File: src/rtl/stage_fetch_if.sv
// Fetch-stage bundle: instruction-memory request/response, decode-side control, and head-of-queue outputs.
// The master side is the fetch stage; the slave side is the memory/decode environment.
interface stage_fetch_if;
  logic        imem_req;
  logic [31:0] imem_addr;
  logic        imem_ready;
  logic        imem_rvalid;
  logic [31:0] imem_rdata;
  logic        redirect;
  logic [31:0] redirect_pc;
  logic        stall;
  logic        discard;
  logic [31:0] pc;
  logic [31:0] instr;
  logic        instr_valid;

  modport master (
    output imem_req, imem_addr, pc, instr, instr_valid,
    input  imem_ready, imem_rvalid, imem_rdata, redirect, redirect_pc, stall, discard
  );

  modport slave (
    input  imem_req, imem_addr, pc, instr, instr_valid,
    output imem_ready, imem_rvalid, imem_rdata, redirect, redirect_pc, stall, discard
  );
endinterface

File: src/rtl/stage_fetch.sv
// Instruction fetch: sequential PC issue to in-order imem, 2-entry return buffer; response visible 1 cycle later.
// Issue is credit-limited to 2 (in flight + buffered); decode stall freezes the head, redirect/discard squash.

module stage_fetch_fifo2 #(
  parameter int W = 32
) (
  input  logic         clk,
  input  logic         rst,
  input  logic         flush_i,
  input  logic         push_i,
  input  logic [W-1:0] push_dat_i,
  input  logic         pop_i,
  output logic [W-1:0] head_dat_o,
  output logic [1:0]   count_o
);
  logic [W-1:0] ent0_q, ent0_d;
  logic [W-1:0] ent1_q, ent1_d;
  logic [1:0]   count_q, count_d;
  logic         do_push, do_pop;

  // Shift-style storage: entry 0 is always the head, so it keeps its last
  // contents when the queue drains or is flushed.
  always_comb begin
    do_pop  = pop_i & (count_q != 2'd0);
    do_push = push_i & ((count_q != 2'd2) | do_pop);
    ent0_d  = ent0_q;
    ent1_d  = ent1_q;
    count_d = count_q;
    if (flush_i) begin
      count_d = 2'd0;
    end else begin
      case ({do_push, do_pop})
        2'b10: begin
          if (count_q == 2'd0) ent0_d = push_dat_i;
          else                 ent1_d = push_dat_i;
          count_d = count_q + 2'd1;
        end
        2'b01: begin
          if (count_q == 2'd2) ent0_d = ent1_q;
          count_d = count_q - 2'd1;
        end
        2'b11: begin
          if (count_q == 2'd2) begin
            ent0_d = ent1_q;
            ent1_d = push_dat_i;
          end else begin
            ent0_d = push_dat_i;
          end
        end
        default: begin
        end
      endcase
    end
  end

  always_ff @(posedge clk or posedge rst) begin
    if (rst) begin
      ent0_q  <= '0;
      ent1_q  <= '0;
      count_q <= 2'd0;
    end else begin
      ent0_q  <= ent0_d;
      ent1_q  <= ent1_d;
      count_q <= count_d;
    end
  end

  assign head_dat_o = ent0_q;
  assign count_o    = count_q;
endmodule

module stage_fetch #(
  parameter logic [31:0] RESET_PC = 32'h0000_0000
) (
  input  logic           clk,
  input  logic           rst,
  stage_fetch_if.master  fe
);
  typedef enum logic {RUN, WAIT_REDIRECT} state_e;

  typedef struct packed {
    logic [31:0] pc;
    logic [31:0] instr;
  } fetch_entry_t;

  state_e       state_q, state_d;
  logic [31:0]  fetch_pc_q, fetch_pc_d;
  logic [1:0]   drop_cnt_q, drop_cnt_d;
  logic [1:0]   outstanding;
  logic [1:0]   outstanding_after;
  logic [1:0]   count;
  logic [2:0]   credit;
  logic [31:0]  pcq_head;
  fetch_entry_t head;
  fetch_entry_t wr_entry;
  logic         run;
  logic         flush;
  logic         consume;
  logic         accept;
  logic         wr_en;
  logic         req;
  logic         valid;

  assign run     = (state_q == RUN);
  assign flush   = fe.redirect | fe.discard;
  assign valid   = run & (count != 2'd0);
  assign consume = valid & ~fe.stall;
  assign credit  = {1'b0, outstanding} + {1'b0, count} - {2'b00, consume};
  assign req     = run & ~flush & (credit < 3'd2);
  assign accept  = req & fe.imem_ready;

  // A response is kept only outside a flush and once every pre-flush request has drained.
  assign wr_en    = fe.imem_rvalid & ~flush & (drop_cnt_q == 2'd0);
  assign wr_entry = '{pc: pcq_head, instr: fe.imem_rdata};

  // Occupancy of the in-flight PC queue is the outstanding-request count.
  assign outstanding_after = outstanding - {1'b0, fe.imem_rvalid};

  stage_fetch_fifo2 #(.W(32)) u_pc_queue (
    .clk        (clk),
    .rst        (rst),
    .flush_i    (1'b0),
    .push_i     (accept),
    .push_dat_i (fetch_pc_q),
    .pop_i      (fe.imem_rvalid),
    .head_dat_o (pcq_head),
    .count_o    (outstanding)
  );

  stage_fetch_fifo2 #(.W($bits(fetch_entry_t))) u_instr_fifo (
    .clk        (clk),
    .rst        (rst),
    .flush_i    (flush),
    .push_i     (wr_en),
    .push_dat_i (wr_entry),
    .pop_i      (consume),
    .head_dat_o (head),
    .count_o    (count)
  );

  always_comb begin
    state_d    = state_q;
    fetch_pc_d = fetch_pc_q;
    drop_cnt_d = drop_cnt_q;
    if (accept) fetch_pc_d = fetch_pc_q + 32'd4;
    if (flush) begin
      drop_cnt_d = outstanding_after;
    end else if (fe.imem_rvalid && (drop_cnt_q != 2'd0)) begin
      drop_cnt_d = drop_cnt_q - 2'd1;
    end
    if (fe.redirect) begin
      fetch_pc_d = fe.redirect_pc & 32'hFFFF_FFFC;
      state_d    = RUN;
    end else if (fe.discard) begin
      state_d    = WAIT_REDIRECT;
    end
  end

  always_ff @(posedge clk or posedge rst) begin
    if (rst) begin
      state_q    <= RUN;
      fetch_pc_q <= RESET_PC;
      drop_cnt_q <= 2'd0;
    end else begin
      state_q    <= state_d;
      fetch_pc_q <= fetch_pc_d;
      drop_cnt_q <= drop_cnt_d;
    end
  end

  assign fe.imem_req    = req;
  assign fe.imem_addr   = fetch_pc_q;
  assign fe.instr_valid = valid;
  assign fe.pc          = head.pc;
  assign fe.instr       = head.instr;
endmodule

File: src/flat_wrapper.sv
// flat-port wrapper written by rule: the top's interface ports become plain ports
module stage_fetch_flat 
#(
  parameter logic [31:0] RESET_PC = 32'h0000_0000
)
  (clk, rst, fe_imem_req, fe_imem_addr, fe_pc, fe_instr, fe_instr_valid, fe_imem_ready, fe_imem_rvalid, fe_imem_rdata, fe_redirect, fe_redirect_pc, fe_stall, fe_discard);
  stage_fetch_if fe_i ();
  input  logic clk;
  input  logic rst;
  output wire logic [$bits(fe_i.imem_req)-1:0] fe_imem_req;
  output wire logic [$bits(fe_i.imem_addr)-1:0] fe_imem_addr;
  output wire logic [$bits(fe_i.pc)-1:0] fe_pc;
  output wire logic [$bits(fe_i.instr)-1:0] fe_instr;
  output wire logic [$bits(fe_i.instr_valid)-1:0] fe_instr_valid;
  input wire logic [$bits(fe_i.imem_ready)-1:0] fe_imem_ready;
  input wire logic [$bits(fe_i.imem_rvalid)-1:0] fe_imem_rvalid;
  input wire logic [$bits(fe_i.imem_rdata)-1:0] fe_imem_rdata;
  input wire logic [$bits(fe_i.redirect)-1:0] fe_redirect;
  input wire logic [$bits(fe_i.redirect_pc)-1:0] fe_redirect_pc;
  input wire logic [$bits(fe_i.stall)-1:0] fe_stall;
  input wire logic [$bits(fe_i.discard)-1:0] fe_discard;
  assign fe_imem_req = fe_i.imem_req;
  assign fe_imem_addr = fe_i.imem_addr;
  assign fe_pc = fe_i.pc;
  assign fe_instr = fe_i.instr;
  assign fe_instr_valid = fe_i.instr_valid;
  assign fe_i.imem_ready = fe_imem_ready;
  assign fe_i.imem_rvalid = fe_imem_rvalid;
  assign fe_i.imem_rdata = fe_imem_rdata;
  assign fe_i.redirect = fe_redirect;
  assign fe_i.redirect_pc = fe_redirect_pc;
  assign fe_i.stall = fe_stall;
  assign fe_i.discard = fe_discard;
  stage_fetch #(.RESET_PC(RESET_PC)) u_core (.clk(clk), .rst(rst), .fe(fe_i));
endmodule
File: config.mk
export PLATFORM = sky130hd
export DESIGN_NAME = stage_fetch_flat
export DESIGN_NICKNAME = d
export VERILOG_FILES = /design/src/rtl/stage_fetch_if.sv /design/src/rtl/stage_fetch.sv /design/src/flat_wrapper.sv
export SDC_FILE = /design/constraint.sdc
export NUM_CORES = 1
export LEC_CHECK = 0
export BUFFER_PORTS_ARGS = -buffer_cell sky130_fd_sc_hd__buf_2
export CAP_MARGIN = 20
export CORE_ASPECT_RATIO = 0.75
export CORE_MARGIN = 5
export CORE_UTILIZATION = 59
export DETAILED_ROUTE_END_ITERATION = 8
export PLACE_DENSITY_LB_ADDON = 0.05
export SYNTH_ARGS = -nofsm -noshare
export SYNTH_HDL_FRONTEND = slang
export SYNTH_SLANG_ARGS = --single-unit
File: constraint.sdc
create_clock -name clk -period 17.6 [get_ports clk]
set_input_delay 1.76 -clock clk [delete_from_list [all_inputs] [get_ports clk]]
set_output_delay 1.76 -clock clk [all_outputs]
set_load 0.01 [all_outputs]
# Yosys cells after proc, flatten, opt, wreduce, memory -nomap -nowiden
# Cells that the tools add are included.
dict set report op_classes {
  n_addsub 9
  order_cmp 1
  n_eq_ne 18
  n_mux 23
  bitwise_logic 17
  n_reduce_logical 20
}
# op n
set op_table {}
lappend op_table {{$mux 64} 5}
lappend op_table {{$mux 32} 7}
lappend op_table {{$pmux 64 s3} 1}
lappend op_table {{$pmux 64 s2} 1}
lappend op_table {{$pmux 32 s3} 1}
lappend op_table {{$pmux 32 s2} 1}
lappend op_table {{$add 32x3->32 const B} 1}
lappend op_table {{$ne 2x2->1 const B} 10}
lappend op_table {{$reduce_bool 2->1} 9}
lappend op_table {{$eq 2x2->1 const B} 6}
lappend op_table {{$and 1x1->1} 11}
lappend op_table {{$reduce_bool 3->1} 3}
lappend op_table {{$pmux 2 s2} 2}
lappend op_table {{$reduce_and 4->1} 2}
lappend op_table {{$logic_not 2->1} 3}
lappend op_table {{$mux 2} 3}
lappend op_table {{$reduce_and 3->1} 2}
lappend op_table {{$sub 2x1->2 const B} 3}
lappend op_table {{$add 2x1->2 const B} 2}
lappend op_table {{$eq 2x1->1 const B} 2}
lappend op_table {{$add 2x2->3} 1}
lappend op_table {{$lt 3x2->1 const B} 1}
lappend op_table {{$not 1->1} 3}
lappend op_table {{$or 1x1->1} 3}
lappend op_table {{other kinds (4)} 5}
dict set report word_totals {
  register_bits 231
}

# Depth between registers and ports, before layout
dict set report logic_depth {
  word_depth 11
  ltp_mapped 13
}

# Cells and area by module
# A second synthesis with hierarchy kept.
dict set report hier_totals {
  cells_unflattened 799
  hier_area_um2 10787.8
}
# mod instances cells_each area_each_um2
set by_module_without_submodules {}
lappend by_module_without_submodules {{stage_fetch_fifo2 (u_core.u_instr_fifo)} 1 361 5743.0}
lappend by_module_without_submodules {{stage_fetch_fifo2 (u_core.u_pc_queue)} 1 193 2935.3}
lappend by_module_without_submodules {stage_fetch 1 245 2109.5}

# Least setup slack after synthesis
# OpenSTA, ideal clock, no wires.
dict set report synth_timing {
  path_type {input-to-output}
  startpoint {input fe_stall}
  endpoint {output fe_imem_req}
  t_arrival_ns 3.589
  setup_slack_ns 12.251
  path_stages 7
  n_path_buf 0
  cell_sequence {or2_2 > nor2_1 > ha_1 > nand2b_1 > fa_1 > xnor2_2 > nor4_1}
}
dict set report synth_between {
  elab_chain_len 5
}
# element line_no
set synth_lines {}
lappend synth_lines {{start, declared} flat_wrapper.sv:20} ;# input wire logic [$bits(fe_i.stall)-1:0] fe_stall;
lappend synth_lines {{$not 1->1} stage_fetch.sv:107} ;# assign consume = valid & ~fe.stall;
lappend synth_lines {{$and 1x1->1} stage_fetch.sv:107}
lappend synth_lines {{$sub 3x1->3} stage_fetch.sv:108} ;# assign credit = {1'b0, outstanding} + {1'b0, count} - {2'b00, consume};
lappend synth_lines {{$lt 3x2->1} stage_fetch.sv:109} ;# assign req = run & ~flush & (credit < 3'd2);
lappend synth_lines {{$and 1x1->1} stage_fetch.sv:109}
lappend synth_lines {{end, declared} flat_wrapper.sv:10} ;# output wire logic [$bits(fe_i.imem_req)-1:0] fe_imem_req;
# No other way between the ends.

# Worst setup path in the final report
# Ends and elaborated chain as after synthesis.

==> reports/results.ini <==
[setup_path]
crit_path_frequent_cell=buf_2
crit_type=input port to output pin
rr_startpoint=u_core.u_instr_fifo.count_o[0]
path_cells=buf_2, or2_2, nor2_1, ha_1, nand2b_1, fa_1, xnor2_2, nor4_1, buf_2
worst_path_max_delay_cell=fa_1
critPathBufInv=2
crit_family=simple AND/OR/NAND/NOR gates
cp.required_ns=15.84
r2r_end=u_core.u_pc_queue.head_dat_o[14]
worst_setup_path_start_kind=input port
regToRegSetupSlack_ns=13.28
ff2ff_path_depth=10
crit_path_end_kind=output pin
crit_fanout=10
crit_arrival_ns=3.94
slowest_delay_ns=0.45

[clocking]
cts_tree=yes
cts.htree.levels=1
clock-root-buffer=clkbuf_16
clockBufferDepth=3
cts.sinks=224
post_cts_resized=0
postCtsSetupBuffers=0
numCtsBuffers=23
insertion_delay_ns=0.51
cts_hold_buf=0
clk_pin_slew_ns=0.06

[route]
via_per_inst=5.863
dr_wl_met2_um=11410
drc=0
dr.pass1.iters=6
ant_nets=0
routed_wl_um=23510
dr_wl_met3_um=1300
top_layer_used=met4
drt-initial-drc-count=455
vias=7147
wl_met1_um=10360
wl_per_cell_um=19.29

[synthesis]
yosysSeqAreaShare_pct=52.99
syn_area_per_cell_um2=12.96
async_reset_ff_share_pct=100.0
yosysWarnings=0
synth_cells=816
ys_ff_latch=224
synth_edf_count=0
syn_area_um2=10580
synth_cell_types=53
synth_flop_cell=dfrtp_1

[power]
powerDensity_nw_per_um2=130.8
p_leak_nw=5.720
netSwitchingPower_mw=0.4441
internal_power_mw=1.184
combinationalPowerShare_pct=21.8
p_sw_share_pct=27.28
peakVddDrop_v=0.00008408
sequentialPowerShare_pct=45.0
clkPwrFrac_pct=33.1

[die]
die_width_um=164.6
boundaryPins=169
die-height_um=126.0
coreArea_um2=17600
placementRows=42
dieArea_um2=20730
start_util_pct=60.09

[hold_path]
worst_hold_startpoint=u_core.u_instr_fifo.ent1_q[54]
whs_path_depth=1
hp-class=register to register
hold_path_end=u_core.u_instr_fifo.ent1_q[54]

[placed_design]
gp_congestion=0.8575
dp_hpwl_um=15270
preCtsSetupSlack_ns=11.88
port_buffers=164

[layout]
drive_gt1_share_pct=48.26
area_delta_synth_final_pct=17.68
nets=1036
fillerInstances=1242

[timing]
max_slew_margin_pct=36.65
drv_slew=0
fmax_ghz=0.1755
min_period_ns=5.700
fin_hold_ws_ns=0.4807
rsz0062_at_grt=false
worst_slack_ns=11.90
fin_crit_sh_pct=32.38
worstMarginPinSlew_ns=0.9502
hold_viol=0
finalSetupViolCount=0
finalSetupTns_ns=0
finalClockSkew_ns=0.01275

[outcome]
status=finished, final reports clean

[grt]
grt.overflow.total=0
grt_usage_pct=23.20
grt_pass1_vias=7563
grt_max_degree=159
grt_first_pass_wirelength_um=39380
antenna_found_initial=1

[run]
cap_violations=0

-- area by class of cell --
| cell class | count | area, µm² | share of cell area [%] |
|---|---|---|---|
| diodes | 1 | 2.502 | 0.02010 |
| clock buffers | 34 | 676.9 | 5.438 |
| clock inverters | 8 | 173.9 | 1.397 |
| inverters | 13 | 56.30 | 0.4523 |
| multi-input cells | 525 | 4710 | 37.83 |
| flip-flops and latches | 224 | 5605 | 45.03 |
| well taps | 242 | 302.8 | 2.432 |
| repair buffers | 172 | 920.9 | 7.398 |
-- layout by cell type, fill, tap and decap left out, types with 3 or more instances in the layout --
master	Yosys	layout
or3_1	5	5
nand2_1	30	30
buf_2	29	164
nor2_1	34	34
or4_1	7	7
dfrtp_1	224	224
mux2_2	249	249
nor2b_1	5	5
xnor2_1	6	6
a31oi_1	13	12
nor3b_1	3	3
bufinv_16	0	5
inv_1	13	12
nor4_1	6	6
a21oi_1	8	7
clkbuf_16	0	23
o21ai_0	17	17
xor2_1	3	3
ha_1	5	5
nand2b_1	3	3
o311ai_0	5	5
o31ai_1	12	12
clkbuf_8	0	6
buf_4	3	6
mux2i_1	5	5
and4_1	4	4
nand3_1	21	21
nor3_1	7	7
clkbuf_1	19	5
nand4_1	15	15
a22oi_1	3	3
mux2_1	30	30
-- cell families (layout without fill, tap and decap cells) --
kind of cell    count (synthesis)  count (layout)  synth area share, %
compound gates                 68              68                4.329
simple gates                  155             155                7.854
other cells                     1               3              0.03545
fa+ha+maj                       6               6               0.7807
xor+xnor                       10              10               0.8991
mux                           284             284                30.18
flops                         224             224                52.99
buf+inv                        68             227                2.934
-- state kept, by name, summed over array words and instances, names as in the netlist --
name                            flops
u_core.u_pc_queue.ent1_q           30
u_core.u_instr_fifo.ent1_q         63
u_core.fe.imem_addr                30
u_core.state_q                      1
u_core.u_pc_queue.head_dat_o       31
u_core.u_instr_fifo.count_o         2
u_core.u_instr_fifo.head_dat_o     63
u_core.u_pc_queue.count_o           2
u_core.drop_cnt_q                   2
-- worst reg2reg max path, stage by stage (launching register included) --
cell and delay (ns):
dfrtp_1 0.50, nor2_1 0.39, nor2_1 0.10, ha_1 0.27, nand2b_1 0.15, fa_1 0.54, nand4bb_1 0.37, nor3_1 0.52
a221o_1 0.54, buf_4 0.43, mux2_2 0.40
-- per-stage QoR --
| stage | total power, mW | instances | instance area [µm²] | util [%] |
|---|---|---|---|---|
| 6_report | 1.628 | 1219 | 12450 | 70.71 |
| 5_1_grt | 1.715 | 1219 | 12450 | 70.71 |
| 4_1_cts | 1.643 | 1216 | 12390 | 70.38 |
| 3_5_place_dp | 1.099 | 1174 | 11540 | 65.55 |
| 3_3_place_gp | 1.080 | 1174 | 11540 | 65.55 |
| 2_1_floorplan | 0.9507 | 817 | 10580 | - |
-- layer usage --
metal / track usage [%] / up-vias
met4: 6.112 / 0
li1: - / 3265
met1: 32.96 / 3627
met2: 37.44 / 224
met3: 3.919 / 31
met5: 0 / -
-- synthesized netlist by cell type, types with 2 or more instances --
library cell  instances  share of area [%]
mux2_2              249                 27
dfrtp_1             224                 53
nor2_1               34                1.2
mux2_1               30                3.2
nand2_1              30                1.1
buf_2                29                1.4
nand3_1              21               0.99
clkbuf_1             19               0.67
o21ai_0              17               0.80
nand4_1              15               0.89
a31oi_1              13               0.77
inv_1                13               0.46
o31ai_1              12               0.85
a21oi_1               8               0.38
nor3_1                7               0.33
or4_1                 7               0.50
nor4_1                6               0.35
xnor2_1               6               0.50
ha_1                  5               0.59
mux2i_1               5               0.47
nor2b_1               5               0.30
o311ai_0              5               0.41
or3_1                 5               0.30
and4_1                4               0.33
a22oi_1               3               0.21
buf_1                 3               0.11
buf_4                 3               0.21
nand2b_1              3               0.18
nor3b_1               3               0.21
xor2_1                3               0.25
a221o_1               2               0.19
and2_1                2               0.12
and3_1                2               0.12
nor4b_1               2               0.17
or2_2                 2               0.12
or4_4                 2               0.21
-- power by group through the flow --
stage	clock network, mW	logic, mW	registers [mW]
final	0.539	0.355	0.733
after CTS	0.549	0.361	0.733
after global routing	0.570	0.392	0.753
after floorplan	0	0.195	0.756
after global placement	0	0.349	0.730
after detailed placement	0	0.358	0.740
-- worst max path at each step --
stage / start / end / slack (ns) / cells after the start
finish: fe_stall / fe_imem_req / 11.90 / 9
global route: fe_stall / fe_imem_req / 11.71 / 9
CTS: fe_stall / fe_imem_req / 11.88 / 9
detailed placement: fe_stall / fe_imem_req / 11.88 / 9
global placement: fe_stall / fe_imem_req / 11.93 / 9
floorplan: rst / u_core.drop_cnt_q[0] / 9.71 / 1
(Power assumes the default switching activity.)
